==> src/rtl/ctr_record_sequencer_pkg.sv <==
// rtl/ctr_record_sequencer_pkg.sv - CTR record types, sequencer state encoding and core config for the CTR record sequencer
package ctr_record_sequencer_pkg;

    typedef struct packed {
        int unsigned NrCommitPorts;
    } cva6_cfg_t;

    localparam cva6_cfg_t cva6_cfg_empty = '{NrCommitPorts: 32'd2};

    typedef enum logic [3:0] {
        CTR_NONE    = 4'd0,
        CTR_EXC     = 4'd1,
        CTR_INT     = 4'd2,
        CTR_TRET    = 4'd3,
        CTR_NTBR    = 4'd4,
        CTR_TKBR    = 4'd5,
        CTR_INDCALL = 4'd8,
        CTR_DIRCALL = 4'd9,
        CTR_INDJMP  = 4'd10,
        CTR_DIRJMP  = 4'd11,
        CTR_CORSWAP = 4'd12,
        CTR_RET     = 4'd13,
        CTR_INDLJMP = 4'd14,
        CTR_DIRLJMP = 4'd15
    } ctr_type_t;

    typedef struct packed {
        logic [62:0] pc;
        logic        v;
    } ctrsource_rv_t;

    typedef struct packed {
        logic [62:0] pc;
        logic        misp;
    } ctrtarget_rv_t;

    typedef struct packed {
        logic [15:0] cc;
        logic        ccv;
        ctr_type_t   cftype;
    } ctrdata_rv_t;

    typedef struct packed {
        ctrsource_rv_t source;
        ctrtarget_rv_t target;
        ctrdata_rv_t   data;
    } ctr_record_t;

    typedef enum logic {
        RUN   = 1'b0,
        CLEAR = 1'b1
    } ctr_seq_state_e;

    // Circular pointer advance for queues whose depth need not be a power of two.
    function automatic int unsigned wrap_add(int unsigned ptr, int unsigned inc, int unsigned depth);
        return (ptr + inc) % depth;
    endfunction

endpackage

==> src/rtl/ctr_record_queue.sv <==
// rtl/ctr_record_queue.sv - multi-push, single-pop circular record queue (registered, no fall-through)
module ctr_record_queue
    import ctr_record_sequencer_pkg::*;
#(
    parameter int unsigned NrPorts = 2,
    parameter int unsigned Depth   = 4,
    localparam int unsigned CntW   = $clog2(Depth + 1)
) (
    input  logic            clk_i,
    input  logic            rstn_i,
    input  logic            flush_i,
    input  logic [CntW-1:0] push_cnt_i,
    input  ctr_record_t     push_data_i [NrPorts],
    input  logic            pop_i,
    output ctr_record_t     head_o,
    output logic            empty_o,
    output logic [CntW-1:0] free_o
);

    localparam int unsigned PtrW = (Depth > 1) ? $clog2(Depth) : 1;

    ctr_record_t     mem_q [Depth];
    logic [PtrW-1:0] rd_ptr_q;
    logic [PtrW-1:0] wr_ptr_q;
    logic [CntW-1:0] cnt_q;

    assign head_o  = mem_q[rd_ptr_q];
    assign empty_o = (cnt_q == '0);
    // A slot vacated by this cycle's pop is already usable by this cycle's push.
    assign free_o  = CntW'(Depth) - cnt_q + CntW'(pop_i);

    always_ff @(posedge clk_i) begin
        for (int k = 0; k < NrPorts; k++) begin
            if (CntW'(k) < push_cnt_i) begin
                mem_q[PtrW'(wrap_add(32'(wr_ptr_q), k, Depth))] <= push_data_i[k];
            end
        end
    end

    always_ff @(posedge clk_i or negedge rstn_i) begin
        if (!rstn_i) begin
            rd_ptr_q <= '0;
            wr_ptr_q <= '0;
            cnt_q    <= '0;
        end else if (flush_i) begin
            rd_ptr_q <= '0;
            wr_ptr_q <= '0;
            cnt_q    <= '0;
        end else begin
            wr_ptr_q <= PtrW'(wrap_add(32'(wr_ptr_q), 32'(push_cnt_i), Depth));
            if (pop_i) begin
                rd_ptr_q <= PtrW'(wrap_add(32'(rd_ptr_q), 1, Depth));
            end
            cnt_q <= cnt_q + push_cnt_i - CntW'(pop_i);
        end
    end

endmodule

==> src/rtl/ctr_record_sequencer.sv <==
// rtl/ctr_record_sequencer.sv - filters, queues and drains CTR records into storage; optional drop counter under CTR_DROP_COUNTER_EN
module ctr_record_sequencer
    import ctr_record_sequencer_pkg::*;
#(
    parameter cva6_cfg_t   CVA6Cfg       = cva6_cfg_empty,
    parameter int unsigned QueueDepth    = 4,
    parameter int unsigned CtrDepth      = 16,
    localparam int unsigned NrCommitPorts = CVA6Cfg.NrCommitPorts,
    localparam int unsigned IdxW          = $clog2(CtrDepth)
) (
    input  logic            clk_i,
    input  logic            rstn_i,
    input  ctrsource_rv_t   source_i [NrCommitPorts],
    input  ctrtarget_rv_t   target_i [NrCommitPorts],
    input  ctrdata_rv_t     data_i   [NrCommitPorts],
    input  logic [15:0]     cftype_en_i,
    input  logic            freeze_i,
    input  logic            clear_i,
    output logic            wr_valid_o,
    input  logic            wr_ready_i,
    output logic [IdxW-1:0] wr_idx_o,
    output ctrsource_rv_t   wr_source_o,
    output ctrtarget_rv_t   wr_target_o,
    output ctrdata_rv_t     wr_data_o,
    output logic [IdxW-1:0] wrptr_o,
    output logic            overflow_o,
    output logic            busy_o
`ifdef CTR_DROP_COUNTER_EN
    ,
    output logic [7:0]      drop_cnt_o
`endif
);

    localparam int unsigned CntW = $clog2(QueueDepth + 1);

    ctr_seq_state_e     state_q, state_d;
    logic [IdxW-1:0]    wrptr_q, sweep_q;
    logic               overflow_q;
    logic [NrCommitPorts-1:0] accept;
    ctr_record_t        push_vec [NrCommitPorts];
    logic [CntW-1:0]    n_push, n_drop, q_free;
    ctr_record_t        q_head;
    logic               q_empty;
    logic               hs, pop;

    assign hs  = wr_valid_o & wr_ready_i;
    assign pop = hs & (state_q == RUN);

    always_comb begin
        accept = '0;
        for (int i = 0; i < NrCommitPorts; i++) begin
            accept[i] = source_i[i].v & cftype_en_i[data_i[i].cftype] & ~freeze_i
                      & ~clear_i & (state_q == RUN);
        end
    end

    // Compact accepted ports in ascending order; anything beyond the free count is dropped.
    always_comb begin
        push_vec = '{default: '0};
        n_push   = '0;
        n_drop   = '0;
        for (int i = 0; i < NrCommitPorts; i++) begin
            if (accept[i]) begin
                if (n_push < q_free) begin
                    for (int j = 0; j < NrCommitPorts; j++) begin
                        if (n_push == CntW'(j)) begin
                            push_vec[j] = '{source: source_i[i], target: target_i[i], data: data_i[i]};
                        end
                    end
                    n_push = n_push + CntW'(1);
                end else begin
                    n_drop = n_drop + CntW'(1);
                end
            end
        end
    end

    ctr_record_queue #(
        .NrPorts (NrCommitPorts),
        .Depth   (QueueDepth)
    ) i_queue (
        .clk_i       (clk_i),
        .rstn_i      (rstn_i),
        .flush_i     (clear_i),
        .push_cnt_i  (n_push),
        .push_data_i (push_vec),
        .pop_i       (pop),
        .head_o      (q_head),
        .empty_o     (q_empty),
        .free_o      (q_free)
    );

    always_ff @(posedge clk_i or negedge rstn_i) begin
        if (!rstn_i) begin
            state_q <= RUN;
        end else begin
            state_q <= state_d;
        end
    end

    always_comb begin
        state_d = state_q;
        case (state_q)
            RUN: begin
                if (clear_i) state_d = CLEAR;
            end
            CLEAR: begin
                if (!clear_i && hs && (sweep_q == IdxW'(CtrDepth - 1))) state_d = RUN;
            end
            default: state_d = RUN;
        endcase
    end

    always_comb begin
        wr_valid_o  = 1'b0;
        wr_idx_o    = wrptr_q;
        wr_source_o = '0;
        wr_target_o = '0;
        wr_data_o   = '0;
        busy_o      = 1'b0;
        case (state_q)
            RUN: begin
                wr_valid_o = ~q_empty;
                if (!q_empty) begin
                    wr_source_o = q_head.source;
                    wr_target_o = q_head.target;
                    wr_data_o   = q_head.data;
                end
            end
            CLEAR: begin
                wr_valid_o = 1'b1;
                wr_idx_o   = sweep_q;
                busy_o     = 1'b1;
            end
            default: ;
        endcase
    end

    always_ff @(posedge clk_i or negedge rstn_i) begin
        if (!rstn_i) begin
            wrptr_q    <= '0;
            sweep_q    <= '0;
            overflow_q <= 1'b0;
        end else begin
            if (clear_i) begin
                wrptr_q <= '0;
            end else if (pop) begin
                wrptr_q <= wrptr_q + IdxW'(1);
            end
            if (clear_i) begin
                sweep_q <= '0;
            end else if ((state_q == CLEAR) && hs) begin
                sweep_q <= sweep_q + IdxW'(1);
            end
            if (clear_i) begin
                overflow_q <= 1'b0;
            end else if (n_drop != '0) begin
                overflow_q <= 1'b1;
            end
        end
    end

    assign wrptr_o    = wrptr_q;
    assign overflow_o = overflow_q;

`ifdef CTR_DROP_COUNTER_EN
    logic [7:0] drop_cnt_q;
    logic [8:0] drop_sum;

    assign drop_sum = {1'b0, drop_cnt_q} + 9'(n_drop);

    always_ff @(posedge clk_i or negedge rstn_i) begin
        if (!rstn_i) begin
            drop_cnt_q <= '0;
        end else if (clear_i) begin
            drop_cnt_q <= '0;
        end else if (drop_sum[8]) begin
            drop_cnt_q <= 8'hFF;
        end else begin
            drop_cnt_q <= drop_sum[7:0];
        end
    end

    assign drop_cnt_o = drop_cnt_q;
`endif

endmodule

==> config.mk <==
export PLATFORM = sky130hd
export DESIGN_NAME = ctr_record_sequencer
export DESIGN_NICKNAME = d
export VERILOG_FILES = /design/src/rtl/ctr_record_sequencer_pkg.sv /design/src/rtl/ctr_record_queue.sv /design/src/rtl/ctr_record_sequencer.sv
export SDC_FILE = /design/constraint.sdc
export NUM_CORES = 1
export LEC_CHECK = 0
export CAP_MARGIN = 15
export CORE_MARGIN = 1.5
export CORE_UTILIZATION = 46
export CTS_CLUSTER_DIAMETER = 120
export CTS_CLUSTER_SIZE = 12
export DETAILED_ROUTE_END_ITERATION = 16
export PLACE_DENSITY = 0.69
export SETUP_SLACK_MARGIN = 0.3
export SLEW_MARGIN = 20
export SYNTH_ARGS = -nofsm -noshare
export SYNTH_HDL_FRONTEND = slang
export SYNTH_HIERARCHICAL = 1
export SYNTH_SLANG_ARGS = --single-unit
==> constraint.sdc <==
create_clock -name clk_i -period 16.7 [get_ports clk_i]
set_input_delay 3.34 -clock clk_i [delete_from_list [all_inputs] [get_ports clk_i]]
set_output_delay 3.34 -clock clk_i [all_outputs]
set_load 0.05 [all_outputs]
* Yosys cells after proc, flatten, opt, wreduce, memory -nomap -nowiden *
Memories as Yosys holds them, arrays and structs flattened.
Index checks and enable logic that the tools add are counted.

word-level totals
  memories = 1
  logic and storage cells = 95
  bits in writable memories = 596
  register bits after elaboration = 17
  input port bits = 319

cells by class
  magnitude comparators = 6
  muxes and demuxes = 44
  eq/ne operators = 2
  add/sub/neg operators = 11
  bitwise operators = 14
  reductions and logical operators = 10

memories
  memory         depth  bits a word  read ports  clocked after Yosys merged registers in  write ports  line                    text
  i_queue.mem_q  4      149          1           0                                        2            ctr_record_queue.sv:22  ctr_record_t mem_q [Depth];

operators with widths
  cell                 count
  $mux 149             4
  $mux 298             2
  $mux 64              4
  $mux 21              2
  $mux 4               5
  $mux 1               15
  $mux 3               5
  $and 1x1->1          10
  $lt 4x5->1 const B   2
  $lt 1x3->1 const A   3
  $add 4x1->4 const B  2
  $bmux 1 s4           2
  $add 3x1->3 const B  2
  $logic_not 3->1      2
  $mux 2               3
  $reduce_bool 2->1    3
  $add 2x1->2 const B  2
  $eq 4x4->1 const B   1
  $not 1->1            4
  $pmux 1 s2           2
  $add 3x1->3          1
  $add 3x3->3          1
  $eq 3x1->1 const B   1
  $logic_and 1x1->1    3
  other kinds (6)      6

* Logic depth before layout (Yosys ltp) *
Gate-level depths: netlist of the first run.

  depth in word-level cells = 15
  mapped depth = 20
  depth with buffers taken out = 18

* Modules after synthesis *
Netlist of the first run, hierarchy kept.

by module, submodules not included
  module                instances  area each (um2)  seq. area each (um2)  cells each
  ctr_record_queue      1          30122.6          18072.3               1495
  ctr_record_sequencer  1          5280.1           250.2                 779

* Least setup slack after synthesis of the first run *
No wires, ideal clock.

  kind = input -> register
  start point = input port data_i[21] in the netlist's numbering
  end point = memory i_queue/mem_q[2][0] in the netlist's numbering, enable pin
  data arrival time = 16117 ps
  data required time = 15837 ps
  setup slack = -280 ps
  stages = 13
  cells stage by stage = buf_4 mux4_2 nor2_1 or4_4 buf_2 a21oi_4 buf_2 ha_1 nor2b_1 or2_1 buf_4 o21ai_0 o21ai_0

RTL lines
  element          line                        text
  start, declared  ctr_record_sequencer.sv:15  input ctrdata_rv_t data_i [NrCommitPorts],
  end, declared    ctr_record_queue.sv:22

==> results of run 1 <==
-- routing by layer --
metal / part of all wire / vias up
met2: 0.50 / 914
met3: 0.068 / 145
met1: 0.40 / 11700
met5: 0.00069 / -
li1: - / 9686
met4: 0.028 / 10
-- power by group through the flow --
stage                     Combinational [W]  Clock [W]  Sequential (W)
after floorplan                   0.0000597          0         0.00174
after global placement             0.000175          0         0.00174
after detailed placement           0.000175          0         0.00174
after CTS                          0.000176    0.00122         0.00171
after global routing               0.000183    0.00127         0.00171
final                              0.000175    0.00119         0.00171
-- Yosys cell counts, types with 6 or more instances --
cell type	count
and2_1	302
o21ai_0	69
nor2b_1	9
mux2_2	408
nor2_1	18
buf_2	51
buf_6	34
ha_1	10
buf_4	29
nand2_1	8
nand3_1	68
a22o_1	85
a221oi_1	62
dfrtp_1	17
edfxtp_1	596
mux4_2	151
inv_1	10
mux2_4	198
buf_1	10
clkbuf_1	68
xor2_1	8
buf_12	12
mux2i_1	6
-- state kept, by name, indices dropped and copies added (netlist names) --
| name | count |
|---|---|
| i_queue/wr_ptr_q | 2 |
| state_q | 1 |
| i_queue/mem_q | 596 |
| sweep_q | 4 |
| i_queue/rd_ptr_q | 2 |
| wrptr_o | 4 |
| overflow_o | 1 |
| i_queue/cnt_q | 3 |
-- layout make-up --
| class | count | area share |
|---|---|---|
| antenna | 1 | 0.0000595 |
| clock buffer | 83 | 0.0372 |
| clock inverter | 2 | 0.000476 |
| inverter | 10 | 0.000892 |
| multi-input combinational | 1449 | 0.374 |
| sequential | 613 | 0.436 |
| tap | 1030 | 0.0306 |
| timing repair buffer | 518 | 0.121 |
-- metrics by stage --
step / std cells / hold WS (ns)
3_5_place_dp: 3619 / 0.559
3_3_place_gp: 3619 / 0.557
6_report: 3706 / 0.567
2_1_floorplan: 2276 / 0.535
5_1_grt: 3706 / 0.597
4_1_cts: 3704 / 0.567
-- path summary, 6_finish.rpt --
| kind | depth (start not counted) | slack, ns | from | endpoint |
|---|---|---|---|---|
| min | 2 | 0.57 | sweep_q[1]$_DFFE_PN0P_ | sweep_q[1]$_DFFE_PN0P_ |
| min in group asynchronous | 1 | 3.18 | rstn_i | state_q$_DFF_PN0_ |
| max in group asynchronous | 1 | 12.97 | rstn_i | i_queue/rd_ptr_q[1]$_DFFE_PN0P_ |
| min reg2reg | 2 | 0.57 | sweep_q[1]$_DFFE_PN0P_ | sweep_q[1]$_DFFE_PN0P_ |
| max reg2reg | 19 | 9.48 | i_queue/cnt_q[2]$_DFF_PN0_ | i_queue/mem_q[2][106]$_DFFE_PP_ |
| max | 12 | 7.33 | clear_i | i_queue/mem_q[3][107]$_DFFE_PP_ |
-- kinds of logic after synthesis --
logic type,count (synthesis)
adder cells (fa/ha/maj),11
other,1
AND/OR/NAND/NOR,426
AO/OA/AOI/OAI,234
flip-flops,613
buffers and inverters,214
multiplexers,763
XOR/XNOR,12
-- worst reg2reg max path, cell delays in order (launching register included) --
cell and delay [ns]:
dfrtp_1 0.42, nor3_1 0.51, nor2_4 0.03, buf_4 0.32
and2_1 0.40, inv_1 0.09, ha_1 0.14, inv_1 0.04
ha_1 0.18, xor2_1 0.18, nor3_2 0.15, buf_4 0.82
a21oi_4 0.30, ha_1 0.30, nor2b_1 0.17, or2_1 0.43
nand3b_4 0.46, buf_4 0.85, buf_4 0.77, mux2_4 0.40
==> impl_metrics.yaml, run 1 <==
timing:
  maxSlewHeadroom: 0.250
  hold_viol: 0
  timing.final.ws_setup_ns: 7.33
  grt_setup_unrepaired: "no"
  setup_violations: 0
  clock.fmax_mhz: 107
  skew_ns: 0.0143
  slew_violations: 0
  max_slew.worst_pin.slew_ns: 1.12
  fin_crit_ns: 9.37
  finalCritPeriodShare: 0.561
  setup_tns_ns: 0
cts:
  clock_sinks: 613
  cts_tree: "yes"
  clockBufferDepth: 3
  cts_resized: 0
  clkTransAtPathRegs_ns: 0.06
  cts_made_buffers: 57
  hold_buffers: 0
  htreeDepth: 2
  clock_latency_ns: 0.61
  cts_setup_buffers: 0
  root_buffer: "clkbuf_16"
critical_path:
  start_kind: "input pin"
  crit_type: "input pin to flop"
  crit_slowest_cell: "or4_4"
  crit_required_ns: 17.05
  crit_buf_inv: 3
  cp-end-kind: "flop"
  path_cells: "clkdlybuf4s50_1 > nor3_1 > nand2_1 > or4_4 > a21oi_4 > ha_1 > nor2b_1 > o21ai_0 > nor2_4 > buf_4 > buf_4 > mux2_2"
  crit_path_max_incr_delay_ns: 1.02
  crit_family: "simple AND/OR/NAND/NOR gates"
  cp_common_cell: "buf_4"
  cp.arrival_ns: 9.72
  path_max_fanout: 65
global_route:
  antenna_found_initial: 6
  grt.met1_usage: 0.325
  grtUsageTotal: 0.250
  grt_pass1_wl_um: 148000
  grt.busiest_layer: "met2"
  grt-ovfl-total: 0
  grtUsageMet2: 0.433
  grt_pass1_vias: 23500
  grt_start_max_net_pins: 102
  met3_usage: 0.0365
final_layout:
  final_util: 0.553
  final_layout_size_suffix_gt1_frac: 0.330
  final_common_cell: "edfxtp_1"
  area_delta_synth_final_pct: 18.9
  final_cell_mix: "edfxtp_1, clkdlybuf4s50_1, mux2_2"
  regArea_um2: 18300
  multi_input_area_um2: 15700
  final_net_count: 2979
  fillers: 6092
  finalInstanceArea_um2: 42100
synth:
  synth-compound-area-share: 0.0508
  ys_top_cells_by_area: "edfxtp_1, mux2_2, mux4_2"
  synth-main-ff-cell: "edfxtp_1"
  async_reset_ff_frac: 0.0277
  avgSynthCellArea_um2: 15.6
  yosys.area.top_type_share: 0.506
  synthAdderAreaFrac: 0.00410
  muxShareOfSynthArea: 0.312
  synth_top_family_by_area: "multiplexers"
  yosysUniqueCellTypes: 49
  ys_seq_area_frac: 0.518
  synthCells: 2274
  post-synth-top-area-cell: "edfxtp_1"
  ys_ff_latch: 613
  yosys_warnings: 6
  synth-edff-count: 596
  yosys.area_share.simple: 0.0727
  netlist_area_um2: 35400
  synth_xor_xnor_area_share: 0.00297
placement:
  place_area_um2: 40500
  place_ws_ns: 6.41
  numPortBuffers: 478
  dp_hpwl_um: 59400
  place.gp.congestion: 0.806
min_path:
  hold_path_class: "flop to flop"
power_and_ir_drop:
  switching_share: 0.207
  p_per_area_nw_per_um2: 72.9
  pwr-share-seq: 0.556
  combPwrFrac: 0.057
  leakagePower_nw: 15.8
  p_total_w: 0.00307
  ir_worst_vdd_mv: 0.0752
  power.switching_w: 0.000636
  p_int_w: 0.00243
  p_clk_frac: 0.387
route:
  routed_wl_um: 101000
  ant_nets: 0
  drtIter0Drc: 1626
  drc_errors: 0
  firstDrtPassIters: 5
  routedWlPerCell_um: 27.1
  vias: 22400
  routed_via_density: 6.05
die:
  initial_core_util: 0.465
  num_rows: 101
  io_pins: 479
  die_w_um: 280
  core-area_um2: 76100
  dieHeight_um: 280
  dieArea_um2: 78600
status:
  outcome: "complete, no violations"
run:
  drv_cap: 0
Power figures use the tool's default switching activity.
==> inputs of run 2 (changes only) <==
==> constraint.sdc (replaced) <==
create_clock -name clk_i -period 9.5 [get_ports clk_i]
set_input_delay 1.9 -clock clk_i [delete_from_list [all_inputs] [get_ports clk_i]]
set_output_delay 1.9 -clock clk_i [all_outputs]
set_load 0.05 [all_outputs]
==> impl_metrics.yaml, run 2 (synthesized netlist as in run 1, its figures left out) <==
status:
  outcome: "complete, no violations"
final_layout:
  fillers: 6083
  final_cell_mix: "edfxtp_1, clkdlybuf4s50_1, mux2_2"
  largest_register_ffs: 596
  final_util: 0.554
  area_delta_synth_final_pct: 19.1
  final_layout_size_suffix_gt1_frac: 0.330
  stdcell_count: 3692
  final_common_cell: "edfxtp_1"
  largest-register: "i_queue/mem_q"
  final_net_count: 2975
critical_path:
  r2r_cells: 17
  path_max_fanout: 73
  crit_slowest_cell: "nand3b_4"
  crit_required_ns: 9.74
  regToRegStartpoint: "i_queue/cnt_q[2]$_DFF_PN0_"
  start_kind: "input pin"
  crit_path_max_incr_delay_ns: 0.86
  cp-end-kind: "flop"
  r2r_slack_ns: 3.65
  r2r-end: "i_queue/mem_q[2][111]$_DFFE_PP_"
  path_cells: "clkdlybuf4s50_1 > mux4_2 > nor2_1 > or4_4 > buf_4 > nand3_1 > nand2_1 > ha_1 > nor2b_1 > or2_1 > nand3b_4 > o21ai_4 > buf_12"
  crit_buf_inv: 3
  crit_type: "input pin to flop"
  cp.arrival_ns: 7.59
  crit_family: "simple AND/OR/NAND/NOR gates"
power_and_ir_drop:
  combPwrFrac: 0.058
  p_int_w: 0.00422
  p_clk_frac: 0.382
  p_per_area_nw_per_um2: 127
  switching_share: 0.211
  leakagePower_nw: 15.8
  ir_worst_vdd_mv: 0.142
  pwr-share-seq: 0.560
  power.switching_w: 0.00113
min_path:
  holdPathStages: 2
  min_from: "sweep_q[1]$_DFFE_PN0P_"
  holdPathEnd: "sweep_q[1]$_DFFE_PN0P_"
  hold_path_class: "flop to flop"
placement:
  dp_cells: 3615
  place.gp.congestion: 0.805
  place_ws_ns: 1.52
  numPortBuffers: 478
  dp_hpwl_um: 58100
timing:
  max_slew.worst_pin.slew_ns: 1.09
  skew_ns: 0.0200
  clock.fmax_mhz: 136
  setup_tns_ns: 0
  grt_setup_unrepaired: "no"
  slew_violations: 0
  maxSlewHeadroom: 0.270
  finalCritPeriodShare: 0.774
  hold_viol: 0
  setup_violations: 0
  timing.final.ws_setup_ns: 2.14
  fin_crit_ns: 7.36
run:
  drv_cap: 0
route:
  routedWlPerCell_um: 27.5
  routed_wl_um: 102000
  ant_nets: 0
  firstDrtPassIters: 5
  vias: 22600
  routed_via_density: 6.13
  drc_errors: 0
  drtIter0Drc: 1629
cts:
  clock_sinks: 613
  cts_tree: "yes"
  cts_made_buffers: 57
  hold_buffers: 0
  cts_setup_buffers: 0
  htreeDepth: 2
  clock_latency_ns: 0.63
  clockBufferDepth: 3
  clkTransAtPathRegs_ns: 0.06
  cts_resized: 0
  root_buffer: "clkbuf_16"
die:
  dieHeight_um: 280
  num_rows: 101
  dieArea_um2: 78600
  io_pins: 479
  core-area_um2: 76100
  die_w_um: 280
  initial_core_util: 0.465
global_route:
  antenna_found_initial: 7
  grt-ovfl-total: 0
  grt_pass1_wl_um: 149000
  grt_start_max_net_pins: 89
  grt_pass1_vias: 24000
  grtUsageTotal: 0.253
run 2: layer usage:
| layer | routed length [um] | track usage |
|---|---|---|
| met5 | 20 | 0 |
| met4 | 2780 | 0.0822 |
| met3 | 6990 | 0.0425 |
| met2 | 50900 | 0.431 |
| met1 | 40800 | 0.328 |
run 2: how the worst max path moves through the flow:
stage | cells after the start | slack, ns | end | start
after floorplan | 13 | 0.84 | i_queue/mem_q[2][0]$_DFFE_PP_ | data_i[21]
after global placement | 13 | 1.56 | i_queue/mem_q[2][50]$_DFFE_PP_ | data_i[21]
after detailed placement | 13 | 1.52 | i_queue/mem_q[2][50]$_DFFE_PP_ | data_i[21]
after CTS | 13 | 2.16 | i_queue/mem_q[2][54]$_DFFE_PP_ | data_i[21]
after global routing | 13 | 1.89 | i_queue/mem_q[2][54]$_DFFE_PP_ | data_i[21]
final | 13 | 2.14 | i_queue/mem_q[2][111]$_DFFE_PP_ | data_i[21]
run 2: worst min-delay path: stages, from the launching register on:
cell	delay [ns]
dfrtp_1	0.42
nand2_1	0.07
a21oi_1	0.06
run 2: power groups by stage:
stage	Sequential, W	Combinational, W	Clock, W
3_3_place_gp	0.00305	0.000311	0
5_1_grt	0.00300	0.000324	0.00217
2_1_floorplan	0.00306	0.000105	0
4_1_cts	0.00300	0.000311	0.00208
3_5_place_dp	0.00306	0.000310	0
6_report	0.00300	0.000311	0.00204
run 2: layout make-up:
| class | count | area, um2 | share of cell area |
|---|---|---|---|
| diodes | 6 | 15.0 | 0.000356 |
| clock buffers | 67 | 1460 | 0.0347 |
| clock inverters | 3 | 28.8 | 0.000683 |
| inverters | 10 | 37.5 | 0.000891 |
| multi-input cells | 1449 | 15700 | 0.373 |
| flip-flops and latches | 613 | 18300 | 0.435 |
| well taps | 1030 | 1290 | 0.0306 |
| repair buffers | 514 | 5240 | 0.124 |
run 2: through the flow:
stage | instance area [um2] | hold slack [ns] | total power, W
2_1_floorplan | 35400 | 0.535 | 0.00316
3_3_place_gp | 40600 | 0.556 | 0.00336
3_5_place_dp | 40600 | 0.581 | 0.00337
4_1_cts | 42100 | 0.590 | 0.00539
5_1_grt | 42100 | 0.617 | 0.00549
6_report | 42100 | 0.594 | 0.00535
